$ cat config.mk
export PLATFORM = sky130hd
export DESIGN_NAME = ipv4_tx_rr_arbiter
export DESIGN_NICKNAME = d
export VERILOG_FILES = /design/src/rtl/ipv4_tx_rr_arbiter.sv
export SDC_FILE = /design/constraint.sdc
export NUM_CORES = 1
export LEC_CHECK = 0
export ABC_AREA = 1
export CORE_MARGIN = 4
export CORE_UTILIZATION = 46
export CTS_CLUSTER_DIAMETER = 100
export CTS_CLUSTER_SIZE = 12
export DETAILED_ROUTE_END_ITERATION = 10
export MAX_ROUTING_LAYER = met4
export PLACE_DENSITY = 0.83
export SETUP_SLACK_MARGIN = 0.3
export SLEW_MARGIN = 30
export SYNTH_ARGS = -nofsm -noshare
export SYNTH_HDL_FRONTEND = slang
export SYNTH_SLANG_ARGS = --single-unit
$ cat constraint.sdc
create_clock -name clk -period 12 [get_ports clk]
set_clock_uncertainty 0.1 [all_clocks]
set_input_delay 3.6 -clock clk [delete_from_list [all_inputs] [get_ports clk]]
set_output_delay 3.6 -clock clk [all_outputs]
set_load 0.005 [all_outputs]
$ cat src/rtl/ipv4_tx_rr_arbiter.sv
// ipv4_tx_rr_arbiter
//   Packet-atomic round-robin arbiter that merges NUM_PORTS layer-4 transmit
//   sources onto the single IPv4 transmit bus. It supports an optional
//   strict-priority port, a per-frame stall watchdog, and per-port counters.
//
// Handshake: a source raises in_req and holds it until its frame ends. When
//   the arbiter sets its in_gnt bit, the source may start the frame. Every
//   start/valid/commit/drop of the granted port is copied to out_* one cycle
//   later. Commit or drop ends the frame, and the grant drops on the same
//   edge that drives out_commit/out_drop. Strobes from non-granted ports are
//   ignored.
//
// Ports:
//   clk, rst                       clock, asynchronous active-high reset
//   in_req/in_gnt                  per-port request / one-hot grant
//   in_start/in_valid/in_commit/in_drop, in_bytes_valid, in_data
//                                  per-port frame bus (flattened)
//   out_start/out_valid/out_commit/out_drop, out_bytes_valid, out_data
//                                  registered copy of the granted port
//   out_port                       owner of the current or last frame
//   frames_sent/frames_aborted     per-port frame counters (flattened)
module ipv4_tx_rr_arbiter #(
  parameter int NUM_PORTS      = 4,
  parameter int DATA_WIDTH     = 32,
  parameter int PRIORITY_PORT  = -1,
  parameter int TIMEOUT_CYCLES = 1024,
  parameter int COUNT_WIDTH    = 32,
  localparam int BV = $clog2(DATA_WIDTH/8) + 1,
  localparam int PW = $clog2(NUM_PORTS)
) (
  input  logic                             clk,
  input  logic                             rst,
  input  logic [NUM_PORTS-1:0]             in_req,
  output logic [NUM_PORTS-1:0]             in_gnt,
  input  logic [NUM_PORTS-1:0]             in_start,
  input  logic [NUM_PORTS-1:0]             in_valid,
  input  logic [NUM_PORTS*BV-1:0]          in_bytes_valid,
  input  logic [NUM_PORTS*DATA_WIDTH-1:0]  in_data,
  input  logic [NUM_PORTS-1:0]             in_commit,
  input  logic [NUM_PORTS-1:0]             in_drop,
  output logic                             out_start,
  output logic                             out_valid,
  output logic                             out_commit,
  output logic                             out_drop,
  output logic [BV-1:0]                    out_bytes_valid,
  output logic [DATA_WIDTH-1:0]            out_data,
  output logic [PW-1:0]                    out_port,
  output logic [NUM_PORTS*COUNT_WIDTH-1:0] frames_sent,
  output logic [NUM_PORTS*COUNT_WIDTH-1:0] frames_aborted
);

  localparam int WW       = $clog2(TIMEOUT_CYCLES + 1);
  localparam bit HAS_PRIO = (PRIORITY_PORT >= 0) && (PRIORITY_PORT < NUM_PORTS);
  localparam int PRIO_IDX = HAS_PRIO ? PRIORITY_PORT : 0;

  typedef enum logic {S_IDLE, S_GRANTED} state_t;

  state_t                  state_q, state_d;
  logic [PW-1:0]           winner_q, winner_d;
  logic [PW-1:0]           rr_q, rr_d;
  logic [NUM_PORTS-1:0]    gnt_q, gnt_d;
  logic                    started_q, started_d;
  logic [WW-1:0]           wd_q, wd_d;
  logic                    ostart_q, ostart_d, ovalid_q, ovalid_d;
  logic                    ocommit_q, ocommit_d, odrop_q, odrop_d;
  logic [BV-1:0]           obv_q, obv_d;
  logic [DATA_WIDTH-1:0]   odata_q, odata_d;
  logic [COUNT_WIDTH-1:0]  sent_q [NUM_PORTS];
  logic [COUNT_WIDTH-1:0]  sent_d [NUM_PORTS];
  logic [COUNT_WIDTH-1:0]  abrt_q [NUM_PORTS];
  logic [COUNT_WIDTH-1:0]  abrt_d [NUM_PORTS];

  logic [PW-1:0]           sel_idx;
  logic                    sel_hit;
  logic [PW-1:0]           rr_next;
  logic                    g_req, g_start, g_valid, g_commit, g_drop;
  logic [BV-1:0]           g_bv;
  logic [DATA_WIDTH-1:0]   g_data;

  // Winner search: first requester at or above the pointer, wrapping; the
  // priority port overrides whenever it is requesting.
  always_comb begin
    sel_idx = '0;
    sel_hit = 1'b0;
    for (int i = 0; i < NUM_PORTS; i++) begin
      if (!sel_hit && in_req[(int'(rr_q) + i) % NUM_PORTS]) begin
        sel_hit = 1'b1;
        sel_idx = PW'((int'(rr_q) + i) % NUM_PORTS);
      end
    end
    if (HAS_PRIO && in_req[PRIO_IDX]) sel_idx = PW'(PRIO_IDX);
  end

  assign rr_next  = (int'(winner_q) == NUM_PORTS - 1) ? '0 : winner_q + PW'(1);
  assign g_req    = in_req[winner_q];
  assign g_start  = in_start[winner_q];
  assign g_valid  = in_valid[winner_q];
  assign g_commit = in_commit[winner_q];
  assign g_drop   = in_drop[winner_q];
  assign g_bv     = in_bytes_valid[int'(winner_q)*BV +: BV];
  assign g_data   = in_data[int'(winner_q)*DATA_WIDTH +: DATA_WIDTH];

  always_comb begin
    state_d   = state_q;
    winner_d  = winner_q;
    rr_d      = rr_q;
    gnt_d     = gnt_q;
    started_d = started_q;
    wd_d      = wd_q;
    ostart_d  = 1'b0;
    ovalid_d  = 1'b0;
    ocommit_d = 1'b0;
    odrop_d   = 1'b0;
    obv_d     = '0;
    odata_d   = '0;
    sent_d    = sent_q;
    abrt_d    = abrt_q;
    case (state_q)
      S_IDLE: begin
        if (|in_req) begin
          winner_d  = sel_idx;
          gnt_d     = NUM_PORTS'(1) << sel_idx;
          started_d = 1'b0;
          wd_d      = '0;
          state_d   = S_GRANTED;
        end
      end
      S_GRANTED: begin
        if (!started_q && !g_start && !g_req) begin
          // Source gave up before starting: release without any output.
          gnt_d   = '0;
          rr_d    = rr_next;
          state_d = S_IDLE;
        end else begin
          ostart_d  = g_start;
          ovalid_d  = g_valid;
          ocommit_d = g_commit & ~g_drop;
          odrop_d   = g_drop;
          obv_d     = g_valid ? g_bv : '0;
          odata_d   = g_valid ? g_data : '0;
          if (g_start) started_d = 1'b1;
          if (g_commit || g_drop) begin
            gnt_d   = '0;
            rr_d    = rr_next;
            state_d = S_IDLE;
            if (g_drop) abrt_d[winner_q] = abrt_q[winner_q] + COUNT_WIDTH'(1);
            else        sent_d[winner_q] = sent_q[winner_q] + COUNT_WIDTH'(1);
          end else if (g_start || g_valid) begin
            wd_d = '0;
          end else if (wd_q == WW'(TIMEOUT_CYCLES - 1)) begin
            // Hung frame: abort it downstream, or release quietly if it
            // never started.
            gnt_d   = '0;
            rr_d    = rr_next;
            state_d = S_IDLE;
            wd_d    = '0;
            if (started_q) begin
              odrop_d          = 1'b1;
              abrt_d[winner_q] = abrt_q[winner_q] + COUNT_WIDTH'(1);
            end
          end else begin
            wd_d = wd_q + WW'(1);
          end
        end
      end
      default: state_d = S_IDLE;
    endcase
  end

  always_ff @(posedge clk or posedge rst) begin
    if (rst) begin
      state_q   <= S_IDLE;
      winner_q  <= '0;
      rr_q      <= '0;
      gnt_q     <= '0;
      started_q <= 1'b0;
      wd_q      <= '0;
      ostart_q  <= 1'b0;
      ovalid_q  <= 1'b0;
      ocommit_q <= 1'b0;
      odrop_q   <= 1'b0;
      obv_q     <= '0;
      odata_q   <= '0;
      for (int i = 0; i < NUM_PORTS; i++) begin
        sent_q[i] <= '0;
        abrt_q[i] <= '0;
      end
    end else begin
      state_q   <= state_d;
      winner_q  <= winner_d;
      rr_q      <= rr_d;
      gnt_q     <= gnt_d;
      started_q <= started_d;
      wd_q      <= wd_d;
      ostart_q  <= ostart_d;
      ovalid_q  <= ovalid_d;
      ocommit_q <= ocommit_d;
      odrop_q   <= odrop_d;
      obv_q     <= obv_d;
      odata_q   <= odata_d;
      for (int i = 0; i < NUM_PORTS; i++) begin
        sent_q[i] <= sent_d[i];
        abrt_q[i] <= abrt_d[i];
      end
    end
  end

  assign in_gnt          = gnt_q;
  assign out_start       = ostart_q;
  assign out_valid       = ovalid_q;
  assign out_commit      = ocommit_q;
  assign out_drop        = odrop_q;
  assign out_bytes_valid = obv_q;
  assign out_data        = odata_q;
  assign out_port        = winner_q;

  for (genvar p = 0; p < NUM_PORTS; p++) begin : g_cnt
    assign frames_sent[p*COUNT_WIDTH +: COUNT_WIDTH]    = sent_q[p];
    assign frames_aborted[p*COUNT_WIDTH +: COUNT_WIDTH] = abrt_q[p];
  end

endmodule

# Word-level counts from Yosys, hierarchy flattened
# Cells that the tools add are included.
[word_totals] reg_bits=316 out_inout_bits=301 input_bits=162 wordCells=173
[op_classes] muxes=88 n_eq_ne=11 bitwise=8 n_mul=1 shift=3 addsub=7 n_lt_le_gt_ge=7 n_reduce_logical=28
[op_table] op="2-to-1 mux 128 bit" n=5
[op_table] op="bitwise mux 128 bit" n=2
[op_table] op="2-to-1 mux 32 bit" n=8
[op_table] op="binary-select mux 32 bit (select 2 bit)" n=2
[op_table] op="indexed part select 128 x 8 -> 32 bit" n=1
[op_table] op="adder 32 x 1 -> 32 bit (second input constant)" n=2
[op_table] op="demux 32 bit (select 2 bit)" n=1
[op_table] op="2-to-1 mux 11 bit" n=5
[op_table] op="2-to-1 mux 1 bit" n=35
[op_table] op="one-hot mux 11 bit (2 select lines)" n=1
[op_table] op="2-to-1 mux 4 bit" n=5
[op_table] op="binary-select mux 1 bit (select 2 bit)" n=9
[op_table] op="2-to-1 mux 2 bit" n=9
[op_table] op="< comparator 3 x 4 -> 1 bit (second input constant)" n=3
[op_table] op="AND reduction 3 bit" n=4
[op_table] op="indexed part select 12 x 5 -> 3 bit" n=1
[op_table] op="adder 11 x 1 -> 11 bit (second input constant)" n=1
[op_table] op="equality test 11 x 10 -> 1 bit (second input constant)" n=1
[op_table] op="!= test 2 bit (second input constant)" n=5
[op_table] op="2-to-1 mux 3 bit" n=3
[op_table] op="one-hot mux 4 bit (2 select lines)" n=1
[op_table] op="logical AND 1 bit" n=6
[op_table] op="zero test 1 bit" n=6
[op_table] op="< comparator 2 x 3 -> 1 bit (second input constant)" n=2
[op_table] op="24 further kinds" n=35

# Logic depth before layout (Yosys ltp)
[depth] word_depth=17 ltp_mapped=18 mapped_depth_nobuf=15

# Worst setup path after synthesis
# Ideal clock, no wire load.
[synth_path] path_kind="input port to flip-flop" start="input in_start[1]" end="register abrt_q, in the netlist frames_aborted[82]" path_stages=14 n_path_buf=2 t_arrival_ps=4881 path_slack_ps=6901 t_required_ps=11782 setup_time_ps=118 cell_sequence="nand2_1 > nand3_1 > nand2_2 > nand2_2 > inv_2 > nand3_1 > nand2_1 > nand2_2 > nor2_4 > inv_2 > buf_2 > buf_2 > nand2_1 > nand2_1"
[synth_via] elab_chain_cells=7 word_cells_on_any_way=9 cone_classes="eq/ne: 1; mux: 2; bitwise: 1; reduce/logical: 5"
[synth_rtl] item="from (decl)" line="35" text="input logic [NUM_PORTS-1:0] in_start,"
[synth_rtl] item="binary-select mux 1 bit (select 2 bit) (*)" line="96" text="assign g_start = in_start[winner_q];"
[synth_rtl] item="2-to-1 mux 1 bit (implied by the code) (*)" line="96"
[synth_rtl] item="zero test 1 bit" line="129" text="if (!started_q && !g_start && !g_req) begin"
[synth_rtl] item="logical AND 1 bit (2 in a row)" line="129"
[synth_rtl] item="NOT 1 bit (no source line)"
[synth_rtl] item="AND reduction 6 bit (no source line) (*)"
[synth_rtl] item="to (signal, indexed assignment)" line="203" text="abrt_q[i] <= abrt_d[i];"
[synth_rtl] item="to (decl)" line="70" text="logic [COUNT_WIDTH-1:0] abrt_q [NUM_PORTS];"
# Every way passes the cells marked *; elsewhere a longest branch is shown, timed or not. The select of a mux whose other input is x is not followed.
# A chain may end at the register's enable or synchronous reset.

# Final worst setup path
[layout_path] start="input in_valid[1]" end="register abrt_q, in the netlist frames_aborted[105]"
[layout_via] elab_chain_cells=5
[layout_rtl] item="from (decl)" line="36" text="input logic [NUM_PORTS-1:0] in_valid,"
[layout_rtl] item="binary-select mux 1 bit (select 2 bit)" line="97" text="assign g_valid = in_valid[winner_q];"
[layout_rtl] item="2-to-1 mux 1 bit (implied by the code)" line="97"
[layout_rtl] item="logical OR 1 bit" line="148" text="end else if (g_start || g_valid) begin"
[layout_rtl] item="!= test 2 bit (no source line)"
[layout_rtl] item="AND reduction 6 bit (no source line)"
# Every way passes these cells. The select of a mux whose other input is x is not followed.

==> flow_metrics.py <==
metrics = {
    "power_and_ir_drop": {
        "p_switching_mw": 2.642,
        "p_int_mw": 3.001,
        "pwr-share-clk": 0.152,
        "seq_power_share": 0.307,
        "pwr_density_cell_nw_per_um2": 230.6,
        "power_frac_comb": 0.541,
        "p_leak_nw": 12.05,
        "ir_drop_uv": 145.0,
        "switching_share": 0.4683,
    },
    "detailed_routing": {
        "vias": 20285,
        "route.met2.wl_mm": 31.62,
        "wire_per_inst_um": 17.84,
        "avgViaCountPerCell": 5.309,
        "drtAntennaViolNets": 0,
        "drc_errors": 0,
        "wirelength_mm": 68.17,
        "first_iter_violations": 1923,
        "first_pass_iters": 5,
        "maxUsedRoutingLayer": "met4",
        "wl_met1_mm": 27.75,
        "route.met3.wl_mm": 5.871,
    },
    "clock_network": {
        "cts_resized": 0,
        "cts.sinks": 316,
        "clk_path_buf_depth": 3,
        "clk_latency_ns": 0.60,
        "numCtsBuffers": 30,
        "hold_buffers": 0,
        "cts.clk_slew.worst_paths_ns": 0.06,
        "tritoncts": "yes",
        "htreeDepth": 1,
        "root_buffer": "clkbuf_16",
        "cts_setup_buffers": 0,
    },
    "worst_setup_path": {
        "reg2reg_from": "out_port[0]$_DFFE_PP0P_",
        "rr_worst_depth": 13,
        "r2r_end": "frames_aborted[105]$_DFFE_PP0P_",
        "cp_data_arrival_time_ns": 6.47,
        "start_kind": "input port",
        "worst-endpoint-required_ns": 12.36,
        "endpoint_kind": "flip-flop",
        "r2r_slack_ns": 7.46,
        "crit_fanout": 36,
        "path_class": "input port to flip-flop",
    },
    "finish": {
        "final_cells": 3821,
        "area_growth_syn_to_layout_pct": 28.92,
        "n_antenna_cell": 0,
        "num-fill-cells": 3763,
        "drive_gt1_frac": 0.03405,
        "final_nets": 3456,
    },
    "timing": {
        "relSlewSlack": 0.3435,
        "tns_ns": 0,
        "worst_slew_pin_slew_ns": 0.9825,
        "drv_slew": 0,
        "setup_viol": 0,
        "clock.fmax_ghz": 0.1638,
        "period_needed_ns": 6.104,
        "period_share": 0.5087,
        "rsz0062_at_grt": "no",
        "hold_viol": 0,
    },
    "synthesis": {
        "synth_top_area_cell": "dfrtp_1",
        "syn_area_um2": 18980,
        "yosysSeqAreaShare": 0.4167,
        "avgSynthCellArea_um2": 6.511,
        "synth_area_leaders": "dfrtp_1 42%, nand2_1 29%, nor2_1 5.7%, nand3_1 5.4%, o21ai_0 3.7%",
        "synthCells": 2915,
        "synthArstFlopShare": 1.000,
        "ys.flop_type": "dfrtp_1",
        "synth_top_area_frac": 0.4167,
        "synth_cell_types": 35,
        "synth_edf_count": 0,
        "ys_seq_elements": 316,
        "synth.most_common_cell": "nand2_1",
        "synth_nets": 3084,
        "yosysWarnings": 0,
        "synth_common_cells": "1488 x nand2_1, 316 x dfrtp_1, 288 x nor2_1",
    },
    "global_route": {
        "antenna_found_initial": 0,
        "first_global_vias": 18603,
        "grt_max_degree": 172,
        "grt_pass1_wl_mm": 104.9,
        "grt-ovfl-total": 0,
        "track_usage": 0.3017,
    },
    "die": {
        "rows": 74,
        "die_area_um2": 44570,
        "start_util": 0.4648,
        "die-width_um": 211.1,
        "core_um2": 40830,
        "die_height_um": 211.1,
        "io-pin-count": 463,
    },
    "placement": {
        "port_buffers": 462,
        "dp_cells": 3786,
        "dpl.hpwl_mm": 47.34,
        "gp_congestion": 0.9618,
    },
    "min_path": {
        "hold_depth": 2,
        "hp-class": "flip-flop to flip-flop",
        "worstHoldEndpoint": "frames_sent[65]$_DFFE_PP0P_",
        "min_from": "frames_sent[65]$_DFFE_PP0P_",
    },
    "status": {
        "outcome": "finished clean",
    },
    "run": {
        "maxCapViolations": 0,
    },
}
-- registers in the layout (all words and copies together) (netlist names) --
name	count
frames_sent	128
out_bytes_valid	3
wd_q	11
rr_q	2
out_drop	1
started_q	1
out_commit	1
frames_aborted	128
out_data	32
state_q	1
in_gnt	4
out_port	2
out_start	1
out_valid	1
-- critical path: stages --
cell and delay (ns):
clkdlybuf4s50_1 0.41, nand2_1 0.07, nand3_1 0.09, nand2_1 0.17
nand2_2 0.14, inv_2 0.10, nand3_1 0.08, nand2_1 0.08
nand2_2 0.14, nor2_4 0.77, inv_2 0.54, nand2_1 0.18
nand2_1 0.06
-- final cells by class --
class / instances / area, um2 / area share
Timing Repair Buffer: 478 / 4790 / 0.1958
Clock inverter: 2 / 25.02 / 0.001023
Tap cell: 532 / 665.6 / 0.02721
Multi-Input combinational cell: 2291 / 9659 / 0.3948
Clock buffer: 32 / 758.2 / 0.03099
Sequential cell: 316 / 7915 / 0.3235
Inverter: 170 / 653.1 / 0.02670
-- power by group through the flow --
stage	Combinational, mW	Clock, mW	Sequential (mW)
after floorplan	1.82	0	1.64
after global placement	2.98	0	1.73
after detailed placement	3.01	0	1.73
after CTS	3.03	0.868	1.72
after global routing	3.37	0.916	1.77
final	3.05	0.858	1.73
-- cells in the final DEF, fill, tap and decap left out, drive strengths merged --
cell,n
nand2,1499
clkdlybuf4s50,462
dfrtp,316
nor2,314
nand3,206
inv,169
o21ai,143
a21oi,46
clkbuf,32
xor2,31
nand4,20
buf,16
nor3,12
ha,7
o211ai,4
nor4,2
a32oi,2
or2,2
clkinv,2
xnor2,1
clkinvlp,1
o21a,1
a21boi,1
-- metal layers --
layer  vias up  global-route usage
met3       162             0.05139
met5         -                   -
met1      9421              0.3999
met2       965              0.4661
met4         0              0.1171
li1       9737                   -
-- logic make-up (layout without fill, tap and decap cells) --
family          after synthesis  after routing  synth area share
flops                       316            316            0.4167
xor+xnor                     32             32           0.01793
compound gates              197            197           0.05334
fa+ha+maj                     7              7          0.004615
simple gates               2055           2055            0.4331
buf+inv                     308            682           0.07437
-- per-stage QoR --
stage,power [mW],utilization,hold slack [ns],setup slack (ns),instance area [um2]
2_1_floorplan,3.467,-,0.3866,4.089,18980
3_3_place_gp,4.707,0.5793,0.3826,5.400,23650
3_5_place_dp,4.747,0.5793,0.3863,5.349,23660
4_1_cts,5.624,0.5985,0.4020,5.955,24440
5_1_grt,6.054,0.5992,0.4233,5.690,24470
6_report,5.643,0.5992,0.4014,5.896,24470
-- worst max path at each step --
stage | from | endpoint | slack [ns]
floorplan | rst | frames_aborted[0]$_DFFE_PP0P_ | 4.09
global placement | in_valid[1] | frames_aborted[114]$_DFFE_PP0P_ | 5.40
detailed placement | in_valid[1] | frames_aborted[120]$_DFFE_PP0P_ | 5.35
CTS | in_valid[1] | frames_aborted[120]$_DFFE_PP0P_ | 5.96
global route | in_valid[1] | frames_aborted[106]$_DFFE_PP0P_ | 5.69
finish | in_valid[1] | frames_aborted[105]$_DFFE_PP0P_ | 5.90
Note: power is estimated with default switching activity, not from simulation.
==> RTL edit: new RTL, same settings <==
Change the parameter `DATA_WIDTH` from 32 to 16.
--- a/src/rtl/ipv4_tx_rr_arbiter.sv
+++ b/src/rtl/ipv4_tx_rr_arbiter.sv
@@ -21,7 +21,7 @@
 //   frames_sent/frames_aborted     per-port frame counters (flattened)
 module ipv4_tx_rr_arbiter #(
   parameter int NUM_PORTS      = 4,
-  parameter int DATA_WIDTH     = 32,
+  parameter int DATA_WIDTH     = 16,
   parameter int PRIORITY_PORT  = -1,
   parameter int TIMEOUT_CYCLES = 1024,
   parameter int COUNT_WIDTH    = 32,
Interface: changed (resized in_bytes_valid, in_data, out_bytes_valid and out_data); port bits go from 463 to 378. No check against the original RTL was run, so the function may have changed too.
==> RTL edit against the original RTL <==
  * Setup slack got worse by 120 ps
  * Sequential power decreased by 7%
  * Power decreased by 9.9%
  * Combinational power decreased by 13%
  * Final area decreased by 8.3%
  * Sequential cell count decreased by 17
  * Routed wire length decreased by 4.0%
  * Area after synthesis decreased by 5.7%
==> RTL edit: results <==
metrics = {
    "run_status": {
        "status": "finished, final reports clean",
    },
    "grt": {
        "grt_usage_pct": 30.9,
        "grt_first_pass_wirelength_microns": 101000,
        "grt_max_degree": 81,
    },
    "route": {
        "totalWireLength_microns": 65400,
        "drt-wirelength-per-cell_microns": 18.5,
        "vias": 19300,
        "dr.pass1.iters": 6,
        "first_iter_violations": 1704,
    },
    "yosys": {
        "syn_avg_cell_area_sq_um": 6.55,
        "synthMuxAreaShare_pct": 0,
        "synthAdderAreaFrac_pct": 0.490,
        "synth_cell_types": 37,
        "synth_sequential_area_ratio_pct": 41.8,
        "synthTopCellsByArea": "dfrtp_1 42%, nand2_1 31%, nand3_1 5.3%",
        "syn-num-nets": 2833,
        "synth_commonest_cells": "1458 x nand2_1, 299 x dfrtp_1, 225 x nor2_1",
        "synth_compound_area_share_pct": 5.01,
        "synthXorXnorAreaFrac_pct": 1.86,
    },
    "clock_network": {
        "cts.clk_slew.worst_paths_ps": 60,
        "htreeDepth": 1,
        "clock_latency_ps": 560,
        "cts_made_buffers": 28,
        "post_cts_resized": 0,
    },
    "setup_path": {
        "critical_path_arrival_ps": 6610,
        "slowest_stage": "nand3_4",
        "cp_max_fo": 43,
        "critPathMaxStageDelay_ps": 590,
    },
    "placed_design": {
        "place_area_sq_um": 21700,
        "io_buffer_count": 377,
        "dpl_worst_slack_ps": 5370,
        "dp_cells": 3512,
        "dp_hpwl_microns": 48000,
    },
    "final_layout": {
        "fill_cells": 3494,
        "drive_above_1_share_pct": 3.43,
        "seqCellArea_sq_um": 7490,
        "n_antenna_cell": 0,
        "num-nets-final": 3132,
    },
    "sta": {
        "slew_headroom_pct": 41.4,
    },
    "power_and_ir_drop": {
        "leakagePower_nw": 11.1,
        "peakVddDrop_v": 0.000136,
    },
}
## RTL edit: cell types whose count changed in the layout (fill, tap and decap cells not counted), sizes merged, moves of 2 or more
cell / unedited run / this run
clkdlybuf4s50: 462 / 377
nand3: 206 / 194
o21ai: 143 / 136
a21oi: 46 / 26
clkbuf: 32 / 30
nand2: 1499 / 1468
nor3: 12 / 10
inv: 169 / 161
dfrtp: 316 / 299
nor2: 314 / 242
## RTL edit: area by class of cell
| type | instances | share of cell area, % |
|---|---|---|
| multi-input combinational | 2146 | 40.4 |
| inverter | 164 | 2.79 |
| sequential | 299 | 33.4 |
| tap | 511 | 2.85 |
| timing repair buffer | 392 | 17.3 |
| clock buffer | 30 | 3.25 |
## RTL edit: metal layers
layer	wire length [microns]	track usage, %	vias to the layer above	share of wire [%]
met2	32300	53.2	1122	49
met3	6660	6.19	188	10
met4	2960	12.0	0	4.5
met5	0	-	-	0
met1	23500	35.8	8944	36
li1	-	-	9023	-
## RTL edit: final timing paths
kind	startpoint	endpoint	slack [ps]	depth (start not counted)
max in group asynchronous	rst	frames_aborted[19]	6580	4
worst min register to register	started_q	started_q	410	1
worst max register to register	out_port[0]	frames_aborted[123]	7230	12
worst max-delay path	in_req[3]	frames_aborted[123]	5780	11
min in group asynchronous	rst	frames_sent[96]	3400	2
worst min-delay path	started_q	started_q	410	1
## RTL edit: cell families after synthesis
family          Yosys count
flops                   299
simple gates           1937
fa+ha+maj                 7
xor+xnor                 32
buf+inv                 287
compound gates          170
## RTL edit: where the power goes
group          internal [mW]  switching, mW
logic                  0.979           1.69
registers               1.28          0.330
clock network          0.422          0.382
